File: config.mk
export PLATFORM = sky130hd
export DESIGN_NAME = sm_add_bist
export DESIGN_NICKNAME = d
export VERILOG_FILES = /design/src/rtl/sm_pkg.sv /design/src/rtl/sm_delay_line.sv /design/src/rtl/sm_add_bist.sv
export SDC_FILE = /design/constraint.sdc
export NUM_CORES = 1
export LEC_CHECK = 0
export ABC_CLOCK_PERIOD_IN_PS = 2500
export CORE_MARGIN = 2
export CORE_UTILIZATION = 35
export CTS_CLUSTER_SIZE = 8
export DETAILED_ROUTE_END_ITERATION = 16
export SKIP_LAST_GASP = 1
export SLEW_MARGIN = 15
export SYNTH_ARGS = -nofsm -noshare
export SYNTH_HDL_FRONTEND = slang
export SYNTH_SLANG_ARGS = --single-unit
File: constraint.sdc
create_clock -name clk -period 2.5 [get_ports clk]
set_input_delay 0.375 -clock clk [delete_from_list [all_inputs] [get_ports clk]]
set_output_delay 0.375 -clock clk [all_outputs]
set_load 0.05 [all_outputs]
File: src/rtl/sm_pkg.sv
// Shared definitions for the 4-bit sign-magnitude adder datapath and its checkers.
// Values are {sign, magnitude[2:0]}; +0 and -0 may be treated as equal.
package sm_pkg;

    localparam int SM_W   = 4;
    localparam int ADDR_W = 8;

    typedef enum logic [1:0] {
        ST_IDLE  = 2'd0,
        ST_SWEEP = 2'd1,
        ST_DRAIN = 2'd2,
        ST_DONE  = 2'd3
    } state_t;

    function automatic logic sm_equal(input logic [SM_W-1:0] x,
                                      input logic [SM_W-1:0] y,
                                      input logic            zero_equiv);
        logic both_zero;
        both_zero = (x[SM_W-2:0] == '0) && (y[SM_W-2:0] == '0);
        return (x == y) || (zero_equiv && both_zero);
    endfunction

endpackage

File: src/rtl/sm_delay_line.sv
// {valid, addr, sum} shift register, DEPTH stages; flush drops every valid bit.
// Latency DEPTH cycles; no backpressure, shifts every cycle.
module sm_delay_line
    import sm_pkg::*;
#(
    parameter int DEPTH = 1
) (
    input  logic              clk,
    input  logic              rst_n,
    input  logic              flush,
    input  logic              in_vld,
    input  logic [ADDR_W-1:0] in_addr,
    input  logic [SM_W-1:0]   in_sum,
    output logic              out_vld,
    output logic [ADDR_W-1:0] out_addr,
    output logic [SM_W-1:0]   out_sum
);

    logic [DEPTH-1:0]             vld_q,  vld_d;
    logic [DEPTH-1:0][ADDR_W-1:0] addr_q, addr_d;
    logic [DEPTH-1:0][SM_W-1:0]   sum_q,  sum_d;

    always_comb begin
        vld_d     = vld_q;
        addr_d    = addr_q;
        sum_d     = sum_q;
        vld_d[0]  = in_vld;
        addr_d[0] = in_addr;
        sum_d[0]  = in_sum;
        for (int i = 1; i < DEPTH; i++) begin
            vld_d[i]  = vld_q[i-1];
            addr_d[i] = addr_q[i-1];
            sum_d[i]  = sum_q[i-1];
        end
        if (flush) begin
            vld_d = '0;
        end
    end

    always_ff @(posedge clk or negedge rst_n) begin
        if (!rst_n) begin
            vld_q  <= '0;
            addr_q <= '0;
            sum_q  <= '0;
        end else begin
            vld_q  <= vld_d;
            addr_q <= addr_d;
            sum_q  <= sum_d;
        end
    end

    assign out_vld  = vld_q[DEPTH-1];
    assign out_addr = addr_q[DEPTH-1];
    assign out_sum  = sum_q[DEPTH-1];

endmodule

File: src/rtl/sm_add_bist.sv
// Sweeps all 256 {a,b} pairs, compares adder result (delayed ROM_LAT) against ROM output.
// Start-to-done latency 256+ROM_LAT cycles; one address per cycle, never stalls.
module sm_add_bist
    import sm_pkg::*;
#(
    parameter int ROM_LAT    = 1,
    parameter bit ZERO_EQUIV = 1'b1
) (
    input  logic              clk,
    input  logic              reset_n,
    input  logic              start,
    output logic [SM_W-1:0]   a,
    output logic [SM_W-1:0]   b,
    input  logic [SM_W-1:0]   sum_comb,
    input  logic [SM_W-1:0]   sum_rom,
    output logic              busy,
    output logic              done,
    output logic              pass,
    output logic [8:0]        err_count,
    output logic [ADDR_W-1:0] first_err_addr,
    output logic              first_err_valid
);

    localparam logic [2:0]        DRAIN_LAST = 3'(ROM_LAT - 1);
    localparam logic [ADDR_W-1:0] ADDR_LAST  = '1;
    localparam logic [8:0]        ERR_MAX    = 9'd256;

    state_t            state_q, state_d;
    logic [ADDR_W-1:0] addr_q,  addr_d;
    logic [2:0]        drain_q, drain_d;
    logic              busy_q,  busy_d;
    logic              done_q,  done_d;
    logic              pass_q,  pass_d;
    logic [8:0]        err_q,   err_d;
    logic [ADDR_W-1:0] fea_q,   fea_d;
    logic              fev_q,   fev_d;

    logic              launch;
    logic              dl_in_vld;
    logic              dl_vld;
    logic [ADDR_W-1:0] dl_addr;
    logic [SM_W-1:0]   dl_sum;
    logic              mismatch;

    assign launch    = start && ((state_q == ST_IDLE) || (state_q == ST_DONE));
    assign dl_in_vld = (state_q == ST_SWEEP);
    assign mismatch  = dl_vld && !sm_equal(dl_sum, sum_rom, ZERO_EQUIV);

    sm_delay_line #(.DEPTH(ROM_LAT)) u_delay (
        .clk      (clk),
        .rst_n    (reset_n),
        .flush    (launch),
        .in_vld   (dl_in_vld),
        .in_addr  (addr_q),
        .in_sum   (sum_comb),
        .out_vld  (dl_vld),
        .out_addr (dl_addr),
        .out_sum  (dl_sum)
    );

    always_comb begin
        state_d = state_q;
        addr_d  = addr_q;
        drain_d = drain_q;
        busy_d  = busy_q;
        done_d  = done_q;
        pass_d  = pass_q;
        err_d   = err_q;
        fea_d   = fea_q;
        fev_d   = fev_q;

        if (mismatch) begin
            if (err_q != ERR_MAX) begin
                err_d = err_q + 9'd1;
            end
            if (!fev_q) begin
                fea_d = dl_addr;
                fev_d = 1'b1;
            end
        end

        case (state_q)
            ST_IDLE, ST_DONE: begin
                if (launch) begin
                    state_d = ST_SWEEP;
                    addr_d  = '0;
                    err_d   = '0;
                    fea_d   = '0;
                    fev_d   = 1'b0;
                    busy_d  = 1'b1;
                    done_d  = 1'b0;
                    pass_d  = 1'b0;
                end
            end
            ST_SWEEP: begin
                if (addr_q == ADDR_LAST) begin
                    state_d = ST_DRAIN;
                    drain_d = '0;
                end else begin
                    addr_d = addr_q + 1'b1;
                end
            end
            ST_DRAIN: begin
                // Final compare lands on the same edge as the DONE transition.
                if (drain_q == DRAIN_LAST) begin
                    state_d = ST_DONE;
                    busy_d  = 1'b0;
                    done_d  = 1'b1;
                    pass_d  = (err_d == '0);
                end else begin
                    drain_d = drain_q + 3'd1;
                end
            end
            default: state_d = ST_IDLE;
        endcase
    end

    always_ff @(posedge clk or negedge reset_n) begin
        if (!reset_n) begin
            state_q <= ST_IDLE;
            addr_q  <= '0;
            drain_q <= '0;
            busy_q  <= 1'b0;
            done_q  <= 1'b0;
            pass_q  <= 1'b0;
            err_q   <= '0;
            fea_q   <= '0;
            fev_q   <= 1'b0;
        end else begin
            state_q <= state_d;
            addr_q  <= addr_d;
            drain_q <= drain_d;
            busy_q  <= busy_d;
            done_q  <= done_d;
            pass_q  <= pass_d;
            err_q   <= err_d;
            fea_q   <= fea_d;
            fev_q   <= fev_d;
        end
    end

    assign a               = addr_q[ADDR_W-1:SM_W];
    assign b               = addr_q[SM_W-1:0];
    assign busy            = busy_q;
    assign done            = done_q;
    assign pass            = pass_q;
    assign err_count       = err_q;
    assign first_err_addr  = fea_q;
    assign first_err_valid = fev_q;

endmodule

==> run_results.csv <==
group,metric,value,unit
finish,final_common_cell,"dfrtp_1",
worst_setup_path,reg2reg_depth,5,
timing,period_share,87.0,%
clock_network,cts_tree,"built",
place,hpwl,3620,µm
place,dp_cells,363,
timing,tns,0,ns
clock_network,cts_resized,0,
clock_network,cts_hold_buffers,0,
routing,drt-initial-drc-count,60,
logic_synthesis,synthCells,241,
finish,finalInstanceArea,3050,µm²
clock_network,clock_latency,0.29,ns
logic_synthesis,synth_cell_type_count,44,
routing,wl_per_cell,13.6,µm
timing,setup_violations,0,
global_route,grt_usage,14.5,%
worst_setup_path,start_kind,"input port",
logic_synthesis,ys_seq_area_share,49.1,%
routing,ant_nets,0,
hold_path,hold_class,"input port to asynchronous set/reset pin",
clock_network,htreeDepth,2,
pwr,p_per_area,927,nW/µm²
logic_synthesis,async_flop_share,100,%
finish,area_delta_synth_final,27.3,%
logic_synthesis,synth-edff-count,0,
logic_synthesis,ys.flop_type,"dfrtp_1",
finish,antenna_cells,0,
run_status,status,"finished clean",
finish,fillers,638,
logic_synthesis,syn-num-nets,260,
pwr,p_leak,1.30,nW
routing,num_vias,1875,
worst_setup_path,rrSetupSlack,0.38,ns
timing,hold_ws,0.113,ns
finish,post_route_cells_drive_above_1_share,9.62,%
global_route,grt_pass1_vias,1784,
logic_synthesis,syn_area,2390,µm²
timing,fin_ws,0.325,ns
floorplan,start_util,35.6,%
timing,finalHoldViolations,0,
clock_network,post_cts_buffers,0,
timing,rsz0062_at_grt,"false",
global_route,grt_overflow,0,
clock_network,root_buffer,"clkbuf_8",
floorplan,std_cell_rows,30,
logic_synthesis,avgSynthCellArea,9.94,µm²
logic_synthesis,yosys_warnings,0,
floorplan,ios,40,
floorplan,die_h,86.7,µm
worst_setup_path,end_kind,"flop",
place,placed_area,2940,µm²
clock_network,clock-sinks,47,
routing,vias_per_cell,5.05,
timing,finClkSkew,0.00255,ns
global_route,grt_max_degree,31,
timing,clock.fmax,460,MHz
global_route,grt_pass1_wl,8710,µm
floorplan,fp.dieArea,7520,µm²
clock_network,numCtsBuffers,5,
worst_setup_path,arrival,2.35,ns
clock_network,clockBufferDepth,2,
timing,finalMaxSlewViolations,0,
place,pre_cts_slack,0.0154,ns
finish,fin_cells,371,
routing,drc_errors,0,
routing,drt-pass1-iter-count,4,
timing,min_period,2.17,ns
floorplan,die_x,86.7,µm
finish,final_cell_mix,"dfrtp_1 (47), clkdlybuf4s50_1 (38), nor2_1 (30)",
global_route,antenna_found_initial,0,
worst_setup_path,timing_worst_setup_path_type,"input port to flop",
place,gp_congestion,0.810,
timing,worst_pin_slew,0.760,ns
routing,wirelength,5050,µm
worst_setup_path,crit_fanout,15,
worst_setup_path,worstPathRequired,2.68,ns
logic_synthesis,ys_ff_latch,47,
place,port-buffer-count,39,
pwr,ir_worst_vdd,656,µV
timing,slew_headroom,48.9,%
finish,finalNetCount,309,
clock_network,clk_pin_slew_worst_paths,0.09,ns
worst_setup_path,cp-startpoint,"sum_rom[1]",
floorplan,coreArea,6720,µm²
worst_setup_path,r2r_start,"err_count[3]$_DFF_PN0_",
job,max_cap_viol_count,0,
## final timing paths
kind,end
max in group asynchronous,addr_q[3]$_DFFE_PN0P_
min in group clk,u_delay.out_addr[5]$_DFF_PN0_
worst min-delay path,u_delay.out_sum[0]$_DFF_PN0_
worst max register to register,pass$_DFFE_PN0P_
worst min register to register,u_delay.out_addr[5]$_DFF_PN0_
worst max-delay path,pass$_DFFE_PN0P_
## registers in the layout, indices dropped and copies added (netlist names), 2 cells and up
signal and flops:
addr_q 8, drain_q 3, err_count 9, first_err_addr 8
state_q 2, u_delay.out_addr 8, u_delay.out_sum 4
## metal layers
| metal | wire length [µm] | global-route usage [%] | up-vias |
|---|---|---|---|
| li1 | - | - | 937 |
| met3 | 122 | 2.76 | 2 |
| met1 | 2540 | 20.5 | 914 |
| met4 | 23 | 3.41 | 0 |
| met2 | 2370 | 23.0 | 22 |
| met5 | 0 | 0 | - |
## critical path, stage by stage
cell and delay (ns):
clkdlybuf4s50_1 0.46, xnor2_1 0.23, nand4_1 0.18, a311oi_4 0.34
buf_12 0.18, and4bb_2 0.23, nor3b_1 0.24, o41ai_2 0.11
## metrics by stage
| stage | power, W | utilization [%] |
|---|---|---|
| global route | 0.00304 | 45.4 |
| detailed placement | 0.00229 | 43.7 |
| global placement | 0.00229 | 43.7 |
| finish | 0.00282 | 45.4 |
| floorplan | 0.00186 | - |
| CTS | 0.00286 | 45.4 |
## cells by family after synthesis
| family | share of synthesized area, % |
|---|---|
| and+or+nand+nor | 21.2 |
| DFF | 49.1 |
| AOI/OAI and AO/OA | 11.4 |
| buffers and inverters | 3.55 |
| xor gates and xnor gates | 5.07 |
| muxes | 5.54 |
| adders and majority gates | 4.18 |
## layout make-up
| cell class | count | area, µm² | share of cell area, % |
|---|---|---|---|
| clock buffers | 5 | 68.8 | 2.26 |
| multi-input cells | 174 | 1130 | 37.2 |
| inverters | 12 | 45.0 | 1.48 |
| repair buffers | 50 | 480 | 15.8 |
| flip-flops and latches | 47 | 1180 | 38.6 |
| well taps | 80 | 100 | 3.28 |
| clock inverters | 3 | 43.8 | 1.44 |
## power by group
part | internal (W) | switching, W | leakage [nW] | total (W)
Combinational | 0.000495 | 0.000773 | 0.614 | 0.00127
Clock | 0.000298 | 0.000257 | 0.0581 | 0.000555
Sequential | 0.000879 | 0.000121 | 0.628 | 0.00100
## cells in the mapped netlist (5+ instances only)
master | n | area [µm²]
a22o_1 | 5 | 43.8
nor2_1 | 30 | 113
mux2i_1 | 11 | 110
nand3_1 | 10 | 50.1
dfrtp_1 | 47 | 1180
nand4_1 | 5 | 31.3
nand2_1 | 23 | 86.3
xnor2_1 | 11 | 96.3
nor3_1 | 5 | 25.0
clkbuf_1 | 5 | 18.8
o21ai_0 | 15 | 75.1
ha_1 | 8 | 100
inv_1 | 12 | 45.0
(Power assumes the default switching activity.)
